File: config.mk
export PLATFORM = sky130hd
export DESIGN_NAME = mul_stage_2503
export DESIGN_NICKNAME = d
export VERILOG_FILES = /design/src/rtl/mul_stage_2503.sv
export SDC_FILE = /design/constraint.sdc
export NUM_CORES = 1
export LEC_CHECK = 0
export ABC_AREA = 1
export BUFFER_PORTS_ARGS = -buffer_cell sky130_fd_sc_hd__clkbuf_2
export CAP_MARGIN = 20
export CORE_MARGIN = 10
export CORE_UTILIZATION = 30
export CTS_CLUSTER_SIZE = 10
export DETAILED_ROUTE_END_ITERATION = 12
export PLACE_DENSITY = 0.47
export SYNTH_ARGS = -nofsm -noshare
export SYNTH_HDL_FRONTEND = slang
export SYNTH_SLANG_ARGS = --single-unit
File: constraint.sdc
create_clock -name clk -period 4.6 [get_ports clk]
set_input_delay 0.69 -clock clk [delete_from_list [all_inputs] [get_ports clk]]
set_output_delay 0.69 -clock clk [all_outputs]
set_load 0.005 [all_outputs]
File: src/rtl/mul_stage_2503.sv
// mul_stage_2503: two-stage elastic 12x12 multiplier feeding the mod-2503 reducer.
// Optional operand range correction: define MUL_STAGE_2503_RANGECHK_EN.
module mul_stage_2503 #(
  parameter int Q  = 2503,
  parameter int AW = 12,
  parameter int PW = 23
) (
  input  logic          clk,
  input  logic          rst,
  input  logic [AW-1:0] din_a,
  input  logic [AW-1:0] din_b,
  input  logic          din_valid,
  output logic          din_ready,
  output logic [PW-1:0] dout_p,
  output logic          dout_valid,
  input  logic          dout_ready,
  output logic          dout_err,
  output logic          busy
);

`ifdef MUL_STAGE_2503_RANGECHK_EN
  localparam bit RC = 1'b1;
`else
  localparam bit RC = 1'b0;
`endif

  localparam logic [AW-1:0] QV = AW'(Q);

  logic          s1_v;
  logic          s1_err;
  logic [AW-1:0] s1_a;
  logic [AW-1:0] s1_b;
  logic          s2_v;
  logic          s2_err;
  logic [PW-1:0] s2_p;

  logic          s1_adv;
  logic          s2_adv;
  logic          a_hi;
  logic          b_hi;
  logic [AW-1:0] a_ld;
  logic [AW-1:0] b_ld;
  logic          err_ld;
  logic [PW-1:0] prod;

  // Elastic advance: a stage moves when it is empty or its consumer moves.
  assign s2_adv    = !s2_v || dout_ready;
  assign s1_adv    = !s1_v || s2_adv;
  assign din_ready = s1_adv;

  // One subtract folds any 12-bit value into range; off unless enabled.
  assign a_hi   = RC && (din_a >= QV);
  assign b_hi   = RC && (din_b >= QV);
  assign a_ld   = a_hi ? din_a - QV : din_a;
  assign b_ld   = b_hi ? din_b - QV : din_b;
  assign err_ld = a_hi || b_hi;

  // Zero-extend before multiplying so no product bits are lost.
  assign prod = {{(PW-AW){1'b0}}, s1_a} * {{(PW-AW){1'b0}}, s1_b};

  // Operand stage: capture the incoming pair whenever S1 may advance.
  always_ff @(posedge clk or posedge rst) begin
    if (rst) begin
      s1_v   <= 1'b0;
      s1_err <= 1'b0;
      s1_a   <= '0;
      s1_b   <= '0;
    end else if (s1_adv) begin
      s1_v   <= din_valid;
      s1_err <= err_ld;
      s1_a   <= a_ld;
      s1_b   <= b_ld;
    end
  end

  // Product stage: holds its word stable while downstream stalls.
  always_ff @(posedge clk or posedge rst) begin
    if (rst) begin
      s2_v   <= 1'b0;
      s2_err <= 1'b0;
      s2_p   <= '0;
    end else if (s2_adv) begin
      s2_v   <= s1_v;
      s2_err <= s1_err;
      s2_p   <= prod;
    end
  end

  assign dout_p     = s2_p;
  assign dout_valid = s2_v;
  assign dout_err   = s2_err;
  assign busy       = s1_v || s2_v;

endmodule

# Yosys cells after proc, flatten, opt, wreduce, memory -nomap -nowiden
# Index checks and enable logic that the tools add are counted.
# Widths: inputs -> output; s select.
[totals] register_bits=49 inputBits=28 output_inout_bits=27 wordCells=11
[op_classes] multipliers=1 n_reduce_logical=5
[ops] operator="$mul 12x12->23" count=1
[ops] operator="$logic_or 1x1->1" count=3
[ops] operator="$logic_not 1->1" count=2

# Logic depth before layout (Yosys ltp)
# Gate-level depths: netlist of run 1.
[depth] word_depth=3 ltp_mapped=24 ltp_nobuf=23

# Worst setup path after synthesis of run 1
# OpenSTA, ideal clock, no wires.
[synth_path] path_type="flip-flop to flip-flop" startpoint="register s1_b[3]" endpoint="register s2_p[22], in the netlist dout_p[22]" setup_ns=0.118 arrival_ns=4.508 required_time_ns=4.482 path_slack_ns=-0.026 path_stages_with_launch=20 path_buffers=1 synth_period_minus_slack_ns=4.626 path_cell_list="dfrtp_1 -> clkbuf_1 -> nand2_1 -> fa_1 -> inv_1 -> fa_1 -> fa_1 -> fa_1 -> inv_1 -> fa_1 -> inv_1 -> ha_1 -> nand2_1 -> inv_1 -> a21oi_1 -> nand3_1 -> nand2_1 -> nand3_1 -> nand3_1 -> nand2_1"
[synth_between] elab_chain_cells=1
[synth_rtl] element="start, declared" line_no="32" source="logic [AW-1:0] s1_b;"
[synth_rtl] element="start signal, assigned" line_no="72" source="s1_b <= b_ld;"
[synth_rtl] element="$mul 12x12->23" line_no="59" source="assign prod = {{(PW-AW){1'b0}}, s1_a} * {{(PW-AW){1'b0}}, s1_b};"
[synth_rtl] element="end signal, assigned" line_no="85" source="s2_p <= prod;"
[synth_rtl] element="end, declared" line_no="35" source="logic [PW-1:0] s2_p;"
# Every way passes these cells.
# A chain may end at the register's enable or synchronous reset.

# Worst setup path after layout of run 1
[layout_path] startpoint="register s1_b[6]" endpoint="register s2_p[22], in the netlist dout_p[22]"
# The elaborated chain is that of the path after synthesis.

==> results of run 1 <==
## worst max-delay path, stage by stage (launching register included)
cell,delay [ns]
sky130_fd_sc_hd__dfrtp_2,0.47
sky130_fd_sc_hd__buf_6,0.14
sky130_fd_sc_hd__nand2_2,0.06
sky130_fd_sc_hd__inv_2,0.04
sky130_fd_sc_hd__fa_1,0.52
sky130_fd_sc_hd__fa_1,0.53
sky130_fd_sc_hd__fa_1,0.51
sky130_fd_sc_hd__fa_1,0.52
sky130_fd_sc_hd__inv_1,0.05
sky130_fd_sc_hd__fa_1,0.49
sky130_fd_sc_hd__inv_2,0.05
sky130_fd_sc_hd__ha_4,0.30
sky130_fd_sc_hd__nand2_4,0.07
sky130_fd_sc_hd__nor2_4,0.09
sky130_fd_sc_hd__inv_1,0.07
sky130_fd_sc_hd__nor3_2,0.17
sky130_fd_sc_hd__nand2_4,0.08
sky130_fd_sc_hd__nand2_1,0.06
sky130_fd_sc_hd__nand2_1,0.04
sky130_fd_sc_hd__nand3_1,0.06
sky130_fd_sc_hd__nand2_1,0.06
## routing by layer
metal | up-vias | GRT usage | wire, um
met5 | - | 0 | 0
met4 | 0 | 0.02212 | 140
met3 | 9 | 0.01498 | 468
met2 | 59 | 0.2115 | 9040
met1 | 2714 | 0.1770 | 8734
li1 | 2696 | - | -
## per-stage QoR
| stage | worst slack, ns | TNS [ns] | cell area (sq um) | std cells | utilization |
|---|---|---|---|---|---|
| 2_1_floorplan | 0.01315 | 0 | 6804 | 862 | - |
| 5_1_grt | -0.09259 | -0.3225 | 8531 | 1248 | 0.3791 |
| 3_5_place_dp | -0.3230 | -1.277 | 7749 | 1227 | 0.3443 |
| 6_report | 0.09723 | 0 | 8531 | 1248 | 0.3791 |
| 3_3_place_gp | -0.3252 | -1.396 | 7749 | 1227 | 0.3443 |
| 4_1_cts | -0.06093 | -0.09080 | 8008 | 1241 | 0.3559 |
## layout make-up
type,instances,share of cell area
repair buffers,124,0.1031
multi-input cells,557,0.5933
clock inverters,2,0.001760
flip-flops and latches,49,0.1459
inverters,225,0.09900
clock buffers,6,0.01511
well taps,285,0.04180
## registers in the layout, indices dropped and copies added (netlist names)
signal	flops
dout_p	23
s1_a	12
s1_b	12
dout_valid	1
s1_v	1
## cells in the mapped netlist
library cell	instances	area share
sky130_fd_sc_hd__a21oi_1	16	0.012
sky130_fd_sc_hd__a21oi_2	1	0.0013
sky130_fd_sc_hd__and2_1	2	0.0018
sky130_fd_sc_hd__buf_4	1	0.0011
sky130_fd_sc_hd__buf_6	2	0.0033
sky130_fd_sc_hd__clkbuf_1	28	0.015
sky130_fd_sc_hd__conb_1	1	0.00055
sky130_fd_sc_hd__dfrtp_1	49	0.18
sky130_fd_sc_hd__fa_1	99	0.29
sky130_fd_sc_hd__ha_1	59	0.11
sky130_fd_sc_hd__inv_1	224	0.12
sky130_fd_sc_hd__inv_2	1	0.00055
sky130_fd_sc_hd__mux2_1	4	0.0066
sky130_fd_sc_hd__mux2_2	8	0.013
sky130_fd_sc_hd__mux2_4	10	0.022
sky130_fd_sc_hd__nand2_1	273	0.15
sky130_fd_sc_hd__nand2_4	1	0.0017
sky130_fd_sc_hd__nand3_1	23	0.017
sky130_fd_sc_hd__nand3b_1	6	0.0066
sky130_fd_sc_hd__nand4_1	1	0.00092
sky130_fd_sc_hd__nor2_1	21	0.012
sky130_fd_sc_hd__nor2_2	2	0.0018
sky130_fd_sc_hd__nor2_4	1	0.0017
sky130_fd_sc_hd__nor3_1	2	0.0015
sky130_fd_sc_hd__o21ai_0	15	0.011
sky130_fd_sc_hd__o21ai_1	1	0.00074
sky130_fd_sc_hd__o21bai_1	2	0.0022
sky130_fd_sc_hd__o31ai_1	1	0.0011
sky130_fd_sc_hd__or2_0	1	0.00092
sky130_fd_sc_hd__xnor2_1	6	0.0077
sky130_fd_sc_hd__xor2_1	1	0.0013
## kinds of logic after synthesis
logic type,Yosys count,share of synthesized area
AO/OA/AOI/OAI,36,0.02815
XOR/XNOR,7,0.009014
adder cells (fa/ha/maj),158,0.3999
buffers and inverters,256,0.1440
flip-flops,49,0.1803
multiplexers,22,0.04194
other,1,0.0005513
AND/OR/NAND/NOR,333,0.1961
## path summary, 6_finish.rpt
kind	end	slack (ns)	from	depth (start not counted)
max	dout_p[22]	0.1	s1_b[6]	20
min	dout_p[15]	0.48	dout_p[15]	2
max reg2reg	dout_p[22]	0.1	s1_b[6]	20
min reg2reg	dout_p[15]	0.48	dout_p[15]	2
max in group asynchronous	s1_a[6]	3.54	rst	3
min in group asynchronous	dout_p[22]	0.55	rst	3
## timing repair
item / CTS / global route
resized for setup: 21 / 119
setup endpoints to repair: 10 / 12
pin swaps: 8 / 60
setup buffers: 6 / 7
==> flow_summary.json, run 1 <==
{
  "post_synth.cell_area_avg_sq_um": 7.890,
  "commonest_cells_after_routing_fill_and_taps_aside": "sky130_fd_sc_hd__nand2_1, sky130_fd_sc_hd__inv_1, sky130_fd_sc_hd__fa_1",
  "clk-insertion-delay-late_ns": 0.31,
  "grt_first_pass_wirelength_um": 29410,
  "pin_count": 55,
  "layout_commonest_cell": "sky130_fd_sc_hd__nand2_1",
  "worstSetupEndpointType": "flip-flop",
  "finClkSkew_ns": 0.01122,
  "rows": 55,
  "wl_per_cell_um": 14.73,
  "gpl.final_weighted_congestion": 0.8417,
  "share_of_the_clock_period_used_by_the_worst_path": 0.9789,
  "timing.critical_path.required_ns": 4.80,
  "die-height_um": 170.6,
  "yosys_warnings": 0,
  "cp_data_arrival_time_ns": 4.70,
  "maxSlewViolCount": 0,
  "period_needed_ns": 4.503,
  "layout.area.seq_sq_mm": 0.001245,
  "floorplan.initialDensity": 0.3023,
  "setup_viol": 0,
  "fmaxAchievable_mhz": 222.1,
  "hold_path_class": "reg2reg",
  "areaGrowthSynthToFinish_pct": 25.42,
  "timing_worst_slew_pin_value_ns": 0.7014,
  "grt_setup_unrepaired": "yes",
  "fraction_of_final_layout_cells_with_drive_strength_greater_than_1": 0.2638,
  "syn_area_sq_mm": 0.006802,
  "postSynthRegisterBits": 49,
  "synth.distinct_cells": 31,
  "drt_pass1_iterations": 4,
  "portion_of_the_post_synthesis_area_used_by_sequential_elements": 0.1803,
  "grt_pass1_vias": 5429,
  "floorplan.core_area_sq_mm": 0.02250,
  "grt_start_max_net_pins": 50,
  "die_footprint_sq_mm": 0.02909,
  "timing.hold.ws_ns": 0.4761,
  "cts-htree-levels": 2,
  "clk_transition_reported_paths_ns": 0.09,
  "crit_type": "reg2reg",
  "cts_buffers": 5,
  "drcViolationCount": 0,
  "post_drt_via_cell_ratio": 4.389,
  "groute.usage.overall": 0.1278,
  "drt_first_iter_violations": 225,
  "number_of_antenna_violations_at_the_first_check_in_global_routing": 0,
  "final_hold_viol_count": 0,
  "multiInputGateArea_sq_mm": 0.005061,
  "number_of_instances_in_the_synthesized_netlist": 862,
  "status": "finished clean",
  "synthesized_nets": 1048,
  "max_cap_violations": 0,
  "timing.critical_path.from_type": "flip-flop",
  "nFillCells": 2326,
  "antenna_violating_nets_post_route": 0,
  "critPathMaxFanout": 4,
  "hpwl_um": 14910,
  "slew_headroom": 0.5324,
  "antennaDiodeCount": 0,
  "clock_tree_from_tritoncts": "yes",
  "tritoncts_num_sinks": 49,
  "gr-total-overflow": 0,
  "dr_total_vias": 5478,
  "wirelength_um": 18380,
  "io_buffer_count": 53,
  "fin_nets": 1148,
  "cts_hold_buffers": 0,
  "clockBufferDepth": 2,
  "die_x_um": 170.6,
  "clock-root-buffer": "sky130_fd_sc_hd__clkbuf_16"
}
Power of run 1 is left out: the tool's default activity adds up to more than one toggle a clock period on the data nets, which glitch-free logic cannot reach.
==> run 2, diff against run 1 <==
- PLACE_DENSITY: 0.47 -> 0.46
- clock period: 4.6 -> 5.8 ns (I/O delays scaled with it)
==> run 2 against run 1 <==
  * Die area is the same
  * Register-to-register slack gained 0.73 ns
  * Utilization shrank 4.6 points
  * Flip-flop and latch count is the same
  * First-iteration DRC count grew 41%
  * Worst setup slack gained 0.73 ns
  * Non-clock buffer count shrank 67
  * Largest cell class unchanged
==> flow_summary.json, run 2 (synthesized netlist as in run 1, its figures left out) <==
{
  "antenna_violating_nets_post_route": 0,
  "cp.depth": 18,
  "critPathMaxStageDelay_ns": 0.68,
  "gr-total-overflow": 0,
  "final.setup.tns_ns": 0,
  "post_cts.repair.setup_buffers": 0,
  "setup_viol": 0,
  "fraction_of_final_layout_cells_with_drive_strength_greater_than_1": 0.1004,
  "timing_worst_slew_pin_value_ns": 0.7780,
  "status": "finished clean",
  "setup.worst_path.end": "dout_p[22]",
  "antennaDiodeCount": 0,
  "worst_path_dominant_cell_family": "adder cells",
  "timing.critical_path.required_ns": 6.00,
  "worstReg2RegEnd": "dout_p[22]",
  "wirelength_um": 17200,
  "drcViolationCount": 0,
  "dr_total_vias": 5191,
  "die-height_um": 170.6,
  "worst-r2r-setup-slack_ns": 0.83,
  "number_of_antenna_violations_at_the_first_check_in_global_routing": 0,
  "cp_data_arrival_time_ns": 5.17,
  "cts_hold_buffers": 0,
  "tritoncts_num_sinks": 49,
  "share_of_the_clock_period_used_by_the_worst_path": 0.8568,
  "grt_start_max_net_pins": 50,
  "fmaxAchievable_mhz": 201.2,
  "grt_setup_unrepaired": "no",
  "areaGrowthSynthToFinish_pct": 10.19,
  "worstSetupEndpointType": "flip-flop",
  "clk_transition_reported_paths_ns": 0.08,
  "largest_reg_flops": 23,
  "layout_commonest_cell": "sky130_fd_sc_hd__nand2_1",
  "nFillCells": 2423,
  "path_common_cell": "sky130_fd_sc_hd__fa_1",
  "gpl.final_weighted_congestion": 0.8467,
  "floorplan.initialDensity": 0.3023,
  "post_drt_via_cell_ratio": 4.395,
  "crit_type": "reg2reg",
  "final_hold_viol_count": 0,
  "timing.critical_path.cells": "nand2_1 > fa_1 > inv_1 > fa_1 > fa_1 > fa_1 > inv_1 > fa_1 > inv_1 > ha_1 > nand2_1 > inv_1 > a21oi_1 > nand3_1 > nand2_1 > nand3_1 > nand3_1 > nand2_1",
  "commonest_cells_after_routing_fill_and_taps_aside": "sky130_fd_sc_hd__nand2_1, sky130_fd_sc_hd__inv_1, sky130_fd_sc_hd__fa_1",
  "cts_buffers": 5,
  "timing.hold.ws_ns": 0.4852,
  "finish.instance_area_sq_mm": 0.007495,
  "finClkSkew_ns": 0.008788,
  "cts_resized": 0,
  "clock_tree_from_tritoncts": "yes",
  "groute.usage.overall": 0.1259,
  "clockBufferDepth": 2,
  "timing.critical_path.from_type": "flip-flop",
  "drt_first_iter_violations": 318,
  "critPathMaxFanout": 13,
  "cp_num_buf_inv": 4,
  "cts-htree-levels": 2,
  "floorplan.core_area_sq_mm": 0.02250,
  "hold_path_class": "reg2reg",
  "worst-r2r-cell-count": 18,
  "slew_headroom": 0.4801,
  "detailed_place.area_sq_mm": 0.007318,
  "clk-insertion-delay-late_ns": 0.31,
  "period_needed_ns": 4.970,
  "drt_pass1_iterations": 4,
  "hpwl_um": 14140,
  "max_cap_violations": 0,
  "grt_pass1_vias": 5520,
  "worst_path_slowest_cell": "sky130_fd_sc_hd__dfrtp_1",
  "clock-root-buffer": "sky130_fd_sc_hd__clkbuf_16",
  "grt_first_pass_wirelength_um": 29140,
  "pin_count": 55,
  "io_buffer_count": 53,
  "setup.worst_path.start": "s1_a[9]",
  "fin_nets": 1081,
  "die_footprint_sq_mm": 0.02909,
  "r2r_start": "s1_a[9]",
  "die_x_um": 170.6,
  "wl_per_cell_um": 14.57,
  "rows": 55,
  "maxSlewViolCount": 0
}
[run 2: cell count changes in the layout (fill, tap and decap cells not counted), sizes merged]
cell      delta
buf         -67
bufinv       +1
clkinvlp     -1
[run 2: final cells by class]
class                      instances  area [sq um]  area share
multi-input combinational        557          4596      0.6132
sequential                        49          1226      0.1636
inverter                         225         844.6      0.1127
tap                              285         356.6     0.04758
timing repair buffer              57         295.3     0.03940
clock buffer                       6         138.9     0.01853
clock inverter                     2         37.54    0.005008
[run 2: how the worst min path moves through the flow]
stage                from  depth (start not counted)  slack (ns)         end
2_1_floorplan   dout_p[1]                          2        0.47   dout_p[1]
3_3_place_gp   dout_p[13]                          2        0.47  dout_p[13]
3_5_place_dp    dout_p[3]                          2        0.47   dout_p[3]
4_1_cts        dout_p[16]                          2        0.49  dout_p[16]
5_1_grt         dout_p[0]                          2        0.51   dout_p[0]
6_report       dout_p[17]                          2        0.49  dout_p[17]
[run 2: per-stage QoR]
step,instances,worst slack (ns),utilization
after floorplan,862,1.174,-
after global placement,1173,0.8576,0.3252
after detailed placement,1173,0.8180,0.3252
after CTS,1181,0.7842,0.3331
after global routing,1181,0.4827,0.3331
final,1181,0.8303,0.3331
[run 2: routing by layer]
metal  vias up  share of wire  wire length, um  track usage
met5         -              0                0            0
met4         0          0.015              262      0.03394
met3        12          0.033              562      0.01613
met2        62           0.49             8506       0.2146
met1      2553           0.46             7871       0.1639
li1       2564              -                -            -
[run 2: tightest hold or removal path: stages (launching register included)]
cell and delay [ns]:
sky130_fd_sc_hd__dfrtp_1 0.35, sky130_fd_sc_hd__nand2_1 0.05, sky130_fd_sc_hd__nand2_1 0.05
Power of run 2 is left out for the same reason.
